### config.mk
export PLATFORM = sky130hd
export DESIGN_NAME = pwm_capture
export DESIGN_NICKNAME = d
export VERILOG_FILES = /design/src/rtl/pwm_capture.sv
export SDC_FILE = /design/constraint.sdc
export NUM_CORES = 1
export LEC_CHECK = 0
export ABC_AREA = 0
export CORE_MARGIN = 1.5
export CORE_UTILIZATION = 57
export CTS_CLUSTER_SIZE = 28
export DETAILED_ROUTE_END_ITERATION = 8
export PLACE_DENSITY = 0.84
export SYNTH_ARGS = -nofsm -noshare
export SYNTH_HDL_FRONTEND = slang
export SYNTH_SLANG_ARGS = --single-unit
### constraint.sdc
create_clock -name clk -period 2.3 [get_ports clk]
set_input_delay 0.69 -clock clk [delete_from_list [all_inputs] [get_ports clk]]
set_output_delay 0.69 -clock clk [all_outputs]
set_load 0.005 [all_outputs]
### src/rtl/pwm_capture.sv
// Servo-style PWM capture: measures high time and rise-to-rise period in clk cycles,
// publishes them with a one-cycle valid strobe and flags loss of signal.
module pwm_capture #(
    parameter int unsigned TIMEOUT    = 2_000_000,
    parameter int unsigned MIN_PERIOD = 250_000,
    parameter int unsigned DUTY_W     = 20,
    parameter int unsigned PERIOD_W   = 22
) (
    input  logic                clk,
    input  logic                rst_n,
    input  logic                pwm_in,
    output logic [DUTY_W-1:0]   duty,
    output logic [PERIOD_W-1:0] period,
    output logic                valid,
    output logic                lost
);

    localparam logic [PERIOD_W-1:0] TIMEOUT_M1 = PERIOD_W'(TIMEOUT - 1);
    localparam logic [PERIOD_W-1:0] MIN_P      = PERIOD_W'(MIN_PERIOD);
    localparam logic [PERIOD_W-1:0] DUTY_MAX   = PERIOD_W'((64'd1 << DUTY_W) - 64'd1);
    localparam logic [PERIOD_W-1:0] CNT_ONE    = PERIOD_W'(1);

    typedef enum logic [1:0] {
        IDLE = 2'd0,
        HIGH = 2'd1,
        LOW  = 2'd2
    } state_t;

    state_t              state_q, state_d;
    logic [2:0]          sync_q, sync_d;
    logic [PERIOD_W-1:0] per_cnt_q, per_cnt_d;
    logic [PERIOD_W-1:0] hi_cnt_q, hi_cnt_d;
    logic [DUTY_W-1:0]   duty_q, duty_d;
    logic [PERIOD_W-1:0] period_q, period_d;
    logic                valid_q, valid_d;
    logic                lost_q, lost_d;

    logic                lvl_c;
    logic                rise_c;
    logic                fall_c;
    logic                timeout_c;

    // Two-flop synchronizer followed by an edge register: sync_q = {s3, s2, s1}.
    assign sync_d    = {sync_q[1:0], pwm_in};
    assign lvl_c     = sync_q[1];
    assign rise_c    = sync_q[1] & ~sync_q[2];
    assign fall_c    = ~sync_q[1] & sync_q[2];
    assign timeout_c = (per_cnt_q == TIMEOUT_M1);

    always_ff @(posedge clk or negedge rst_n) begin
        if (!rst_n) begin
            state_q   <= IDLE;
            sync_q    <= 3'b000;
            per_cnt_q <= '0;
            hi_cnt_q  <= '0;
            duty_q    <= '0;
            period_q  <= '0;
            valid_q   <= 1'b0;
            lost_q    <= 1'b1;
        end else begin
            state_q   <= state_d;
            sync_q    <= sync_d;
            per_cnt_q <= per_cnt_d;
            hi_cnt_q  <= hi_cnt_d;
            duty_q    <= duty_d;
            period_q  <= period_d;
            valid_q   <= valid_d;
            lost_q    <= lost_d;
        end
    end

    always_comb begin
        state_d   = state_q;
        per_cnt_d = per_cnt_q;
        hi_cnt_d  = hi_cnt_q;
        duty_d    = duty_q;
        period_d  = period_q;
        valid_d   = 1'b0;
        lost_d    = lost_q;

        // Period counter idles in IDLE so it cannot wrap while waiting for a signal.
        if (rise_c) begin
            per_cnt_d = CNT_ONE;
        end else if (state_q != IDLE) begin
            per_cnt_d = per_cnt_q + CNT_ONE;
        end

        if (rise_c) begin
            hi_cnt_d = CNT_ONE;
        end else if ((state_q == HIGH) && lvl_c) begin
            hi_cnt_d = hi_cnt_q + CNT_ONE;
        end

        case (state_q)
            IDLE: begin
                if (rise_c) begin
                    state_d = HIGH;
                end
            end
            HIGH: begin
                // Timeout outranks a coincident fall so the counter can never slip past it.
                if (timeout_c) begin
                    state_d = IDLE;
                    lost_d  = 1'b1;
                end else if (fall_c) begin
                    state_d = LOW;
                end
            end
            LOW: begin
                if (rise_c) begin
                    state_d = HIGH;
                    if (per_cnt_q >= MIN_P) begin
                        period_d = per_cnt_q;
                        duty_d   = (hi_cnt_q > DUTY_MAX) ? DUTY_W'(DUTY_MAX) : DUTY_W'(hi_cnt_q);
                        valid_d  = 1'b1;
                        lost_d   = 1'b0;
                    end
                end else if (timeout_c) begin
                    state_d = IDLE;
                    lost_d  = 1'b1;
                end
            end
            default: begin
                state_d = IDLE;
            end
        endcase
    end

    assign duty   = duty_q;
    assign period = period_q;
    assign valid  = valid_q;
    assign lost   = lost_q;

endmodule

After elaboration in Yosys (flattened, before gate mapping)
Index checks and enable logic that the tools add are counted.
{"block": "word_totals", "ff_bits": 93, "input_bits": 3, "wordCells": 50, "output_inout_bits": 44}
{"block": "classes", "eq_ne": 7, "bitwise": 4, "n_reduce_logical": 9, "order_cmp": 2, "add_sub_neg": 2, "mux": 18}
{"operator": "22-bit 2-to-1 mux", "count": 4}
{"operator": "22-bit by 1-bit adder with 22-bit output, second input constant", "count": 2}
{"operator": "22-bit by 21-bit equality test with 1-bit output, second input constant", "count": 1}
{"operator": "22-bit by 18-bit greater-or-equal comparator with 1-bit output, second input constant", "count": 1}
{"operator": "22-bit by 20-bit greater-than comparator with 1-bit output, second input constant", "count": 1}
{"operator": "20-bit 2-to-1 mux", "count": 1}
{"operator": "2-bit 2-to-1 mux", "count": 5}
{"operator": "3-bit != test, second input constant", "count": 3}
{"operator": "2-bit nonzero test", "count": 4}
{"operator": "1-bit 2-to-1 mux", "count": 6}
{"operator": "2-bit one-hot mux with 3 select lines", "count": 1}
{"operator": "3-bit AND reduction", "count": 2}
{"operator": "1-bit AND", "count": 2}
{"operator": "2-bit by 1-bit equality test with 1-bit output, second input constant", "count": 1}
{"operator": "2-bit equality test, second input constant", "count": 1}
{"operator": "2-bit logical NOT", "count": 1}
{"operator": "2-bit != test, second input constant", "count": 1}
{"operator": "1-bit inverter", "count": 2}
{"operator": "1-bit one-hot mux with 2 select lines", "count": 1}
{"operator": "2-bit AND reduction", "count": 1}
{"operator": "1-bit logical AND", "count": 1}

Longest topological paths before layout
{"block": "logic_depth", "ltp_word": 5, "ltp_mapped": 6, "depth_no_buf": 5}

Worst setup path after synthesis
OpenSTA, ideal clock, no wires.
{"block": "synth_timing", "kind": "register to register", "startpoint": "register per_cnt_q[9]", "endpoint": "register duty_q[10], in the netlist duty[10]", "arrival_time_ns": 1.757, "path_slack_ns": 0.418, "path_stages_with_launch": 6, "n_path_buf": 1, "required_ns": 2.175, "setup_time_ns": 0.125, "path_cell_list": "dfrtp_1 nor4_1 a211oi_1 o211ai_2 buf_4 mux2_2"}
{"block": "synth_via", "elab_chain_len": 2}
{"item": "start, declared", "line": "31", "source": "logic [PERIOD_W-1:0] per_cnt_q, per_cnt_d;"}
{"item": "start signal, assigned", "line": "63", "source": "per_cnt_q <= per_cnt_d;"}
{"item": "22-bit by 18-bit greater-or-equal comparator with 1-bit output", "line": "112", "source": "if (per_cnt_q >= MIN_P) begin"}
{"item": "3-bit AND reduction (no line)"}
{"item": "end signal, assigned", "line": "65", "source": "duty_q <= duty_d;"}
{"item": "end, declared", "line": "33", "source": "logic [DUTY_W-1:0] duty_q, duty_d;"}
Every way passes these cells.
A chain may end at the register's enable or synchronous reset.

Worst setup path in the final report
{"block": "layout_timing", "startpoint": "register lost_q, in the netlist lost", "endpoint": "output port lost"}
{"item": "start, declared", "line": "36", "source": "logic lost_q, lost_d;"}
{"item": "start signal, assigned", "line": "68", "source": "lost_q <= lost_d;"}
{"item": "end, declared", "line": "15", "source": "output logic lost"}
No word-level cell between the ends.

==> results.yml <==
sta:
  actual_transition_at_the_worst_max_transition_pin_ps: 561
  setup_slack_ps: 190
  setup-violations-final: 0
  rsz0062_at_grt: "false"
  totalNegativeSetupSlack_ps: 0
  slew_viol_final: 0
  fin_crit_ps: 2110
  hold_violations: 0
  maxSlewHeadroom_pct: 62.6
  layout_worst_path_cycle_share_pct: 91.7
  fin_clk_skew_ps: 5.90
  fmaxAchievable_ghz: 0.474
logic_synthesis:
  synthesis.area_sq_mm: 0.00446
  synth_cell_types: 51
  post_synth_inst_count: 410
  most_used_flip_flop_cell_after_synthesis: "sky130_fd_sc_hd__dfrtp_1"
  number_of_synthesized_flops_with_an_enable_pin: 0
  post_synth_main_area_contributors: "sky130_fd_sc_hd__dfrtp_1 (52%), sky130_fd_sc_hd__mux2_2 (8.1%), sky130_fd_sc_hd__or3_1 (3.2%)"
  syn-mean-instance-area_sq_um: 10.9
  synth.yosys.seq_area_share_pct: 52.2
  synth_async_sr_flop_share_pct: 100
  yosys.area.top_type_share_pct: 51.6
  synth_fp_nets: 416
  ys.warnings.count: 0
  synth.largest_area_cell: "sky130_fd_sc_hd__dfrtp_1"
  yosys_register_bits: 93
final_layout:
  mostFrequentLayoutCell: "sky130_fd_sc_hd__dfrtp_1"
  instances_no_fill: 560
  nFillCells: 562
  drive_gt1_share_pct: 14.6
  area_growth_pct: 18.2
  mostFrequentLayoutCells: "sky130_fd_sc_hd__dfrtp_1 (92), sky130_fd_sc_hd__clkdlybuf4s50_1 (45), sky130_fd_sc_hd__mux2_2 (32), sky130_fd_sc_hd__nand2_1 (31), sky130_fd_sc_hd__nor2_1 (28)"
  diodes: 0
  fin_nets: 459
  fin_area_sq_mm: 0.00527
placed_design:
  dp_hpwl_mm: 6.15
  place_ws_ps: 231
  port-buffer-count: 46
  post_dp_cell_area_sq_mm: 0.00505
  post-place-cells: 544
  globalplace.congestion: 0.853
floorplanning:
  design.die.area_sq_mm: 0.00837
  die_y_um: 91.5
  floorplan.die.width_um: 91.5
  initial_core_utilization_pct: 58.4
  floorplan.core_area_sq_mm: 0.00765
  design.portCount: 47
  placementRows: 32
global_routing:
  top_usage_layer: "met2"
  first_pass_grt_wire_length_mm: 15.4
  grt_start_max_net_pins: 45
  globalRoute.totalOverflow: 0
  first_global_vias: 3245
  grtUsageMet1_pct: 30.4
  antenna_found_initial: 0
  globalRouteMet3Util_pct: 4.77
  groute.layer.met2.usage_pct: 38.2
  track_usage_pct: 23.4
critical_path:
  crit_path_end_kind: "output pin"
  family_with_the_most_delay_on_the_worst_path: "flip-flops"
  max_stage_delay_ps: 560
  timing_worst_setup_path_type: "register to output pin"
  cp.required_ps: 1610
  timing.critical_path.fanout_max: 3
  critical-path-slowest-cell: "sky130_fd_sc_hd__dfstp_2"
  cp_num_buf_inv: 1
  worst_ep_arrival_time_ps: 1420
  crit_path_cell_trace: "clkdlybuf4s50_1"
  worstSetupStartpointType: "register"
clocking:
  cts-hold-fix-buffers: 0
  cts_buffers: 9
  cts_buffer_depth: 2
  cts.reportedPaths.clkPinSlew_ps: 80
  clock-root-buffer: "sky130_fd_sc_hd__clkbuf_8"
  cts_repair_resize_count: 0
  worst_skew_pair.late_latency_ps: 360
  cts_tree: "built"
  cts.sink_count: 93
  post-cts-setup-buffers: 0
  clock_tree.htree_level_count: 3
routing:
  route.detailed.drc: 0
  avgViaCountPerCell: 5.92
  wl_per_cell_um: 16.1
  routed_wl_mm: 9.03
  detail_route.iter0.violations: 136
  route.antenna.remaining_nets: 0
  via_count: 3315
  dr.pass1.iters: 4
outcome:
  status: "finished clean"
power:
  power_density_mw_per_mm2: 646
  ir_drop_mv: 0.496
  static-leakage-power_nw: 2.50
min_path:
  timing.hold.worst.class: "input pin to asynchronous set/reset pin"
flow_run:
  cap_viol_max_count: 0
-- worst reg2reg max path, cell delays in order (launching register included) --
cell and delay (ps):
sky130_fd_sc_hd__dfrtp_1 460, sky130_fd_sc_hd__nor4_1 460, sky130_fd_sc_hd__a211oi_1 200, sky130_fd_sc_hd__o211ai_4 280, sky130_fd_sc_hd__buf_12 210, sky130_fd_sc_hd__mux2_2 380
-- per-stage QoR --
| stage | hold WS (ps) | utilization, % | total power [W] |
|---|---|---|---|
| finish | 269 | 69.0 | 0.00341 |
| global route | 294 | 69.0 | 0.00356 |
| CTS | 269 | 69.0 | 0.00343 |
| detailed placement | 335 | 66.0 | 0.00222 |
| global placement | 336 | 66.0 | 0.00219 |
| floorplan | 331 | - | 0.00209 |
-- cells by family (layout without fill, tap and decap cells) --
kind of cell | count (synthesis) | count (layout) | synth area share, %
buffers and inverters | 35 | 83 | 3.64
muxes | 52 | 52 | 12.8
AOI/OAI and AO/OA | 49 | 49 | 7.57
xor gates and xnor gates | 17 | 17 | 3.34
and+or+nand+nor | 161 | 161 | 19.6
adders and majority gates | 3 | 3 | 0.841
DFF | 93 | 93 | 52.2
-- synthesized netlist by cell type (5+ instances only) --
cell type,count
sky130_fd_sc_hd__dfrtp_1,92
sky130_fd_sc_hd__mux2_2,32
sky130_fd_sc_hd__nand2_1,31
sky130_fd_sc_hd__nor2_1,28
sky130_fd_sc_hd__or3_1,23
sky130_fd_sc_hd__nand4_1,15
sky130_fd_sc_hd__a21oi_1,14
sky130_fd_sc_hd__clkbuf_1,14
sky130_fd_sc_hd__nand2b_1,13
sky130_fd_sc_hd__inv_1,11
sky130_fd_sc_hd__nor4_1,11
sky130_fd_sc_hd__mux2_1,10
sky130_fd_sc_hd__mux2i_1,10
sky130_fd_sc_hd__xnor2_1,10
sky130_fd_sc_hd__o21ai_0,8
sky130_fd_sc_hd__nand3_1,7
sky130_fd_sc_hd__xor2_1,7
sky130_fd_sc_hd__nor3_1,6
sky130_fd_sc_hd__buf_2,5
-- state kept, by name, indices dropped and copies added, names as in the netlist --
name / count
sync_q: 3
duty: 20
state_q: 2
hi_cnt_q: 22
lost: 1
period: 22
per_cnt_q: 22
valid: 1
-- worst paths after layout --
check	start	endpoint	slack [ps]	cells past startpoint
hold / removal	rst_n	hi_cnt_q[4]$_DFFE_PN0P_	270	1
min in group clk	sync_q[0]$_DFF_PN0_	sync_q[1]$_DFF_PN0_	350	0
hold reg to reg	sync_q[0]$_DFF_PN0_	sync_q[1]$_DFF_PN0_	350	0
setup reg to reg	per_cnt_q[9]$_DFFE_PN0P_	duty[13]$_DFFE_PN0P_	210	5
setup / recovery	lost$_DFFE_PN1P_	lost	190	1
max in group asynchronous	rst_n	lost$_DFFE_PN1P_	1400	2
-- cell type report --
type	instances	area, sq um	share of cell area, %
well taps	102	128	2.42
inverters	11	41.3	0.783
multi-input cells	282	1980	37.6
clock buffers	12	155	2.94
flip-flops and latches	93	2330	44.2
repair buffers	56	571	10.8
clock inverters	4	70.1	1.33
-- power by group --
group	internal (W)	total (W)	switching, W	leakage, nW
combinational	0.000145	0.000363	0.000218	1.10
clock	0.000669	0.00122	0.000551	0.116
sequential	0.00170	0.00182	0.000125	1.28
total	0.00251	0.00341	0.000894	2.50
-- layer usage --
layer  wire length [um]  vias to the layer above
met3                354                       16
met5                  0                        -
met1               3900                     1654
met4                163                        0
li1                   -                     1558
met2               4610                       87
Note: power is estimated with default switching activity, not from simulation.
